$ cat config.mk
export PLATFORM = sky130hd
export DESIGN_NAME = int_seq
export DESIGN_NICKNAME = d
export VERILOG_FILES = /design/src/rtl/int_seq_pkg.sv /design/src/rtl/sync_chain.sv /design/src/rtl/int_seq.sv
export SDC_FILE = /design/constraint.sdc
export NUM_CORES = 1
export LEC_CHECK = 0
export CAP_MARGIN = 20
export CORE_AREA = 4 4 47 49
export DETAILED_ROUTE_END_ITERATION = 8
export DIE_AREA = 0 0 51 53
export GPL_TIMING_DRIVEN = 0
export PLACE_DENSITY = 0.73
export REMOVE_ABC_BUFFERS = 1
export SLEW_MARGIN = 0
export SYNTH_ARGS = -nofsm -noshare
export SYNTH_HDL_FRONTEND = slang
export SYNTH_SLANG_ARGS = --single-unit
$ cat constraint.sdc
create_clock -name ph1 -period 1.3 [get_ports ph1]
set_input_delay 0.26 -clock ph1 [delete_from_list [all_inputs] [get_ports ph1]]
set_output_delay 0.26 -clock ph1 [all_outputs]
set_load 0.005 [all_outputs]
$ cat src/rtl/int_seq_pkg.sv
// Shared types and constants for the interrupt/reset sequencer.
package int_seq_pkg;

  typedef enum logic [1:0] {
    SRC_RESET,
    SRC_NMI,
    SRC_IRQ
  } int_src_t;

  typedef enum logic [1:0] {
    StRstHold,
    StIdle,
    StInject,
    StService
  } int_state_t;

  localparam logic [15:0] VEC_NMI    = 16'hFFFA;
  localparam logic [15:0] VEC_RESET  = 16'hFFFC;
  localparam logic [15:0] VEC_IRQ    = 16'hFFFE;
  localparam logic [7:0]  BRK_OPCODE = 8'h00;
  localparam int          P_I_BIT    = 2;

endpackage

$ cat src/rtl/sync_chain.sv
// Multi-flop synchroniser for an asynchronous active-low pin; resets to the idle (high) level.
module sync_chain #(
  parameter int unsigned Depth = 2
) (
  input  logic clk_i,
  input  logic rst_ni,
  input  logic d_i,
  output logic q_o
);

  logic [Depth-1:0] chain_q;

  always_ff @(posedge clk_i or negedge rst_ni) begin
    if (!rst_ni) begin
      chain_q <= '1;
    end else begin
      chain_q <= {chain_q[Depth-2:0], d_i};
    end
  end

  assign q_o = chain_q[Depth-1];

endmodule

$ cat src/rtl/int_seq.sv
// Interrupt/reset sequencer: arbitrates reset > NMI > IRQ at instruction boundaries and injects BRK.
// Define INT_SEQ_IRQ_EN to enable the IRQ path; otherwise only reset, NMI and software BRK vector.
module int_seq
  import int_seq_pkg::*;
#(
  parameter int unsigned NMI_SYNC_STAGES = 2
) (
  input  logic        ph1,
  input  logic        reset,
  input  logic        nmi_b,
  input  logic        irq_b,
  input  logic [7:0]  p,
  input  logic        last_cycle,
  input  logic        int_ack,
  input  logic [7:0]  data_in,
  output logic [7:0]  opcode_out,
  output logic        int_active,
  output logic [15:0] vector_addr,
  output logic        brk_flag
);

  int_state_t state_q, state_d;
  int_src_t   src_q, src_d;
  logic       nmi_sync, nmi_prev_q, nmi_edge;
  logic       nmi_pending_q, nmi_pending_d;
  logic       nmi_rearm_q, nmi_rearm_d;
  logic       nmi_service, nmi_ack;
  logic       irq_eligible;
  logic       unused_pins;

  sync_chain #(
    .Depth(NMI_SYNC_STAGES)
  ) u_nmi_sync (
    .clk_i (ph1),
    .rst_ni(reset),
    .d_i   (nmi_b),
    .q_o   (nmi_sync)
  );

`ifdef INT_SEQ_IRQ_EN
  logic irq_sync;

  sync_chain #(
    .Depth(NMI_SYNC_STAGES)
  ) u_irq_sync (
    .clk_i (ph1),
    .rst_ni(reset),
    .d_i   (irq_b),
    .q_o   (irq_sync)
  );

  assign irq_eligible = ~irq_sync & ~p[P_I_BIT];
  assign unused_pins  = ^{p[7:P_I_BIT+1], p[P_I_BIT-1:0]};
`else
  assign irq_eligible = 1'b0;
  assign unused_pins  = ^{p, irq_b};
`endif

  assign nmi_edge    = nmi_prev_q & ~nmi_sync;
  assign nmi_service = ((state_q == StInject) || (state_q == StService)) && (src_q == SRC_NMI);

  always_comb begin
    state_d = state_q;
    src_d   = src_q;
    nmi_ack = 1'b0;
    case (state_q)
      StRstHold: begin
        state_d = StService;
        src_d   = SRC_RESET;
      end
      StIdle: begin
        if (last_cycle && (nmi_pending_q || irq_eligible)) begin
          src_d   = nmi_pending_q ? SRC_NMI : SRC_IRQ;
          state_d = StInject;
        end
      end
      StInject: state_d = StService;
      StService: begin
        if (int_ack) begin
          state_d = StIdle;
          nmi_ack = (src_q == SRC_NMI);
        end
      end
      default: state_d = StRstHold;
    endcase
  end

  // Edges seen while an NMI is in flight survive the acknowledge and re-arm pending.
  always_comb begin
    nmi_rearm_d   = nmi_service & (nmi_rearm_q | nmi_edge);
    nmi_pending_d = nmi_ack ? (nmi_edge | nmi_rearm_q) : (nmi_pending_q | nmi_edge);
  end

  always_ff @(posedge ph1 or negedge reset) begin
    if (!reset) begin
      state_q       <= StRstHold;
      src_q         <= SRC_RESET;
      nmi_prev_q    <= 1'b1;
      nmi_pending_q <= 1'b0;
      nmi_rearm_q   <= 1'b0;
    end else begin
      state_q       <= state_d;
      src_q         <= src_d;
      nmi_prev_q    <= nmi_sync;
      nmi_pending_q <= nmi_pending_d;
      nmi_rearm_q   <= nmi_rearm_d;
    end
  end

  always_comb begin
    opcode_out  = (state_q == StInject) ? BRK_OPCODE : data_in;
    int_active  = (state_q != StIdle);
    vector_addr = VEC_IRQ;
    brk_flag    = 1'b1;
    if (state_q != StIdle) begin
      brk_flag = 1'b0;
      case (src_q)
        SRC_RESET: vector_addr = VEC_RESET;
        SRC_NMI:   vector_addr = VEC_NMI;
        default:   vector_addr = VEC_IRQ;
      endcase
    end
  end

endmodule

After elaboration in Yosys (flattened, before gate mapping)
Index checks and enable logic that the tools add are counted.

Muxes and demuxes: 13. Equal/unequal tests: 7. Reduce and logical (&&, ||, !) cells: 9. Bitwise gates (word level): 5.

Operator list (number): two-way mux 2 bit (4); two-way mux 8 bit (1); one-hot mux 2 bit (3 select lines) (1); one-hot mux 3 bit (2 select lines) (1); == test 2 x 1 -> 1 bit (second input constant) (2); == test 2 bit (second input constant) (2); logical NOT 2 bit (2); two-way mux 1 bit (4); != test 2 bit (second input constant) (2); one-hot mux 2 bit (2 select lines) (1); AND reduction 2 bit (2); two-way mux 3 bit (1); AND 1 bit (2); logical AND 1 bit (2); != test 2 x 1 -> 1 bit (second input constant) (1); bitwise OR 1 bit (2); nonzero test 2 bit (1); OR reduction 2 bit (1); logical OR 1 bit (1); NOT 1 bit (1).

Word-level logic and storage cells: 40. Input port bits: 22. Register bits: 9. Output and inout bits: 26.

Logic depth before layout (Yosys ltp)
Word-level depth: 4. Gate-level depth with buffers: 3. Mapped depth without buffers: 3.

Hierarchy
Synthesis repeated with hierarchy kept, for this count alone.

Cells, all modules: 54. Area, all modules: 510.5 µm².

Modules (own cells, without submodules): int_seq (area each 457.9 µm², instances 1, seq. area each 176.4 µm², cells each 52); sync_chain (area each 52.6 µm², instances 1, seq. area each 52.6 µm², cells each 2).

Worst setup path after synthesis
Ideal clock, no wire load.

Kind: register -> output. Start: reg state_q[0]. End: out vector_addr[1]. Data required time: 1.040 ns. Cell stages (with the launch flop): 3. Arrival time: 0.888 ns. Buffers on the path: 0. Path slack: 0.152 ns. Cell sequence: dfrtp_1 nor2b_1 or3_1.

Longest elaborated chain between the ends: 2.

Ends and longest elaborated chain: from (decl) (line int_seq.sv:22) `int_state_t state_q, state_d;`; from (signal assigned) (line int_seq.sv:96) `state_q <= StRstHold;`; from (signal assigned) (line int_seq.sv:102) `state_q <= state_d;`; != test 2 x 1 -> 1 bit (line int_seq.sv:115) `if (state_q != StIdle) begin`; two-way mux 3 bit (line int_seq.sv:115); to (decl) (line int_seq.sv:18) `output logic [15:0] vector_addr,`.

Every way passes these cells.

Final worst setup path
Same ends and word-level chain as after synthesis.

==> summary.md <==
| Metric | Value |
|---|---|
| Clock Tree Buf Depth | `2` |
| CP Class | `reg -> out` |
| Num rows | `16` |
| Antenna cells | `0` |
| CP Data Required Time | `1.04 ns` |
| GPL Wtd Cong | `0.771` |
| PnR Total Power | `1.32 mW` |
| I/O Buffers | `24` |
| Root Buffer | `clkbuf_4` |
| Most common cell in the netlist | `buf_4` |
| Outcome | `finished with violations` |
| Via density | `3.88` |
| Hold_buf cts | `0` |
| Clock-pin slew on the worst setup and hold paths | `0.06 ns` |
| Via count of the routed design | `435` |
| EDFF count, synth | `0` |
| All-Layer GR Usage | `8.77%` |
| Dpl hpwl | `864 um` |
| Synth Register Bits | `9` |
| Pins over their slew limit | `0` |
| Violated checks | `setup timing` |
| Pwr/cell area | `1580 nW/um2` |
| Final setup viols | `12` |
| CTS tree | `done` |
| Maxcap violations | `0` |
| Largest cells by area after synthesis | `dfrtp_1 (29%), buf_4 (21%), dfstp_2 (15%), and2_1 (9.8%), nor2_1 (3.7%)` |
| Static Leakage | `0.401 nW` |
| CP startpoint kind | `flop` |
| Final ANT Viol Nets | `0` |
| Number of CTS-inserted buffers | `3` |
| Synth cell types | `17` |
| Worst vdd ir | `0.629 mV` |
| First-pass GRT wire length | `1730 um` |
| Pin count of the biggest net entering global routing | `10` |
| Die ar. | `2700 um2` |
| H-tree depth | `1` |
| Worst setup margin | `-0.200 ns` |
| Final worst-path cycle share | `115%` |
| Hold Vio Cnt, Final | `0` |
| Critical Path AT | `1.24 ns` |
| Initial Utilization | `27.4%` |
| Latest clock arrival within the worst-skew pair | `0.26 ns` |
| Worst setup EP type | `output pin` |
| Syn Area/Cell | `9.45 um2` |
| Clock sink count | `9` |
| Post-synth top area share | `29.4%` |
| Final wirelength | `1180 um` |
| Synthesis Warnings | `0` |
| Routed WL per cell | `10.6 um` |
| Antenna violations before repair | `0` |
| Drc violations | `0` |
| Iteration-0 DRC Markers | `3` |
| RSZ-0062 raised after global routing | `true` |
| Reg2reg setup slack | `0.21 ns` |
| Clock Skews | `0.00762 ns` |
| P&R area growth vs syn | `63.0%` |
| Cell count after synthesis | `54` |
| Worst Path Max Fanout | `4` |
| Yosys top cell by area | `dfrtp_1` |
| Die Wd | `51 um` |
| Die H | `53 um` |
| Share of post-route cells with drive strength above 1 | `37.6%` |
| Main synth FF type | `dfrtp_1` |
| Final nets | `108` |
| Hold_ws | `0.291 ns` |
| F_max | `666 MHz` |
| First-pass iteration count of the detailed router | `4` |
| Core area | `1860 um2` |
| Top-Level Pins | `48` |
| Post-synth top cells | `buf_4 (14), and2_1 (8), dfrtp_1 (6)` |
| GRT Residual Overflow | `0` |
| Ys async rst share | `100%` |
| Vias in the first global route | `403` |
| Final min period | `1.50 ns` |
| Mapped Area | `510 um2` |
| Sequential area share after synthesis | `44.9%` |
| Hold Path Class | `in -> async` |
kinds of logic (layout without fill, tap and decap cells):
kind of cell	Yosys count	after routing	synth area share (%)
buf+inv	15	34	21.3
flops	9	9	44.9
other cells	2	14	1.47
simple gates	24	24	26.2
compound gates	3	3	4.17
mux	1	1	1.96
metrics by stage:
| stage | setup TNS [ns] | util [%] | worst slack, ns | cell area [um2] | instances |
|---|---|---|---|---|---|
| floorplan | 0 | - | 0.152 | 450 | 52 |
| global placement | -3.15 | 38.9 | -0.305 | 724 | 103 |
| detailed placement | -3.34 | 38.9 | -0.351 | 724 | 103 |
| CTS | -1.38 | 41.3 | -0.198 | 768 | 111 |
| global route | -1.62 | 44.7 | -0.252 | 832 | 112 |
| finish | -1.11 | 44.7 | -0.200 | 832 | 112 |
layer usage:
| metal | share of wire (%) | track usage [%] | vias to the layer above |
|---|---|---|---|
| met5 | 0 | 0 | - |
| met4 | 0 | 2.69 | 0 |
| met3 | 16 | 5.07 | 0 |
| met2 | 46 | 16.3 | 32 |
| met1 | 37 | 7.94 | 197 |
| li1 | - | - | 206 |
timing repair:
item	in CTS	in global routing
pin swaps	6	2
setup endpoints to repair	12	12
resized for setup	46	15
buffers inserted	4	1
report_power, final:
group          leakage, nW  total, mW  switching (mW)  internal, mW
clock network       0.0150      0.209          0.0915         0.118
logic                0.286      0.686           0.251         0.435
registers            0.101      0.420          0.0659         0.354
total                0.401       1.32           0.409         0.907
cell type report:
cell class	count	area (um2)
inverters	1	3.75
well taps	27	33.8
flip-flops and latches	9	230
multi-input cells	42	253
fillers	189	1030
clock buffers	4	26.3
repair buffers	29	285
cells in the final DEF (no fill, tap or decap):
cell / netlist / layout
inv_1: 1 / 1
nor2b_4: 0 / 1
conb_1: 2 / 14
nand3b_1: 2 / 2
clkbuf_4: 0 / 3
o211ai_1: 1 / 1
nor2b_1: 3 / 2
buf_6: 0 / 9
nor2_1: 5 / 5
nand2b_4: 0 / 1
nand2b_1: 2 / 1
clkdlybuf4s15_2: 0 / 1
dfrtp_1: 6 / 5
dfstp_2: 3 / 3
clkbuf_1: 0 / 1
or3_1: 1 / 1
nand2_1: 2 / 2
nand3_1: 1 / 1
buf_2: 0 / 1
mux2i_1: 1 / 1
and2_4: 0 / 8
dlygate4sd2_1: 0 / 2
dfrtp_2: 0 / 1
o22a_1: 1 / 1
clkdlybuf4s50_1: 0 / 12
buf_4: 14 / 4
a21oi_1: 1 / 1
state kept, by name (all words and copies together) (netlist names):
signal              count
state_q                 2
src_q                   2
nmi_prev_q              1
nmi_pending_q           1
u_nmi_sync.chain_q      2
nmi_rearm_q             1
critical path: stages (launching register included):
cell	delay, ns
dfrtp_1	0.40
nor2b_4	0.14
or3_1	0.31
buf_2	0.14
path summary, 6_finish.rpt:
| kind | to | cells after the start | startpoint |
|---|---|---|---|
| hold / removal | src_q[0]$_DFFE_PN0P_ | 1 | reset |
| hold reg to reg | u_nmi_sync.chain_q[1]$_DFF_PN1_ | 0 | u_nmi_sync.chain_q[0]$_DFF_PN1_ |
| max in group asynchronous | u_nmi_sync.chain_q[1]$_DFF_PN1_ | 1 | reset |
| setup / recovery | vector_addr[1] | 3 | state_q[0]$_DFFE_PN0P_ |
| setup reg to reg | nmi_pending_q$_DFF_PN0_ | 4 | state_q[1]$_DFFE_PN0P_ |
| min in group ph1 | u_nmi_sync.chain_q[1]$_DFF_PN1_ | 0 | u_nmi_sync.chain_q[0]$_DFF_PN1_ |
Power figures use the tool's default switching activity.
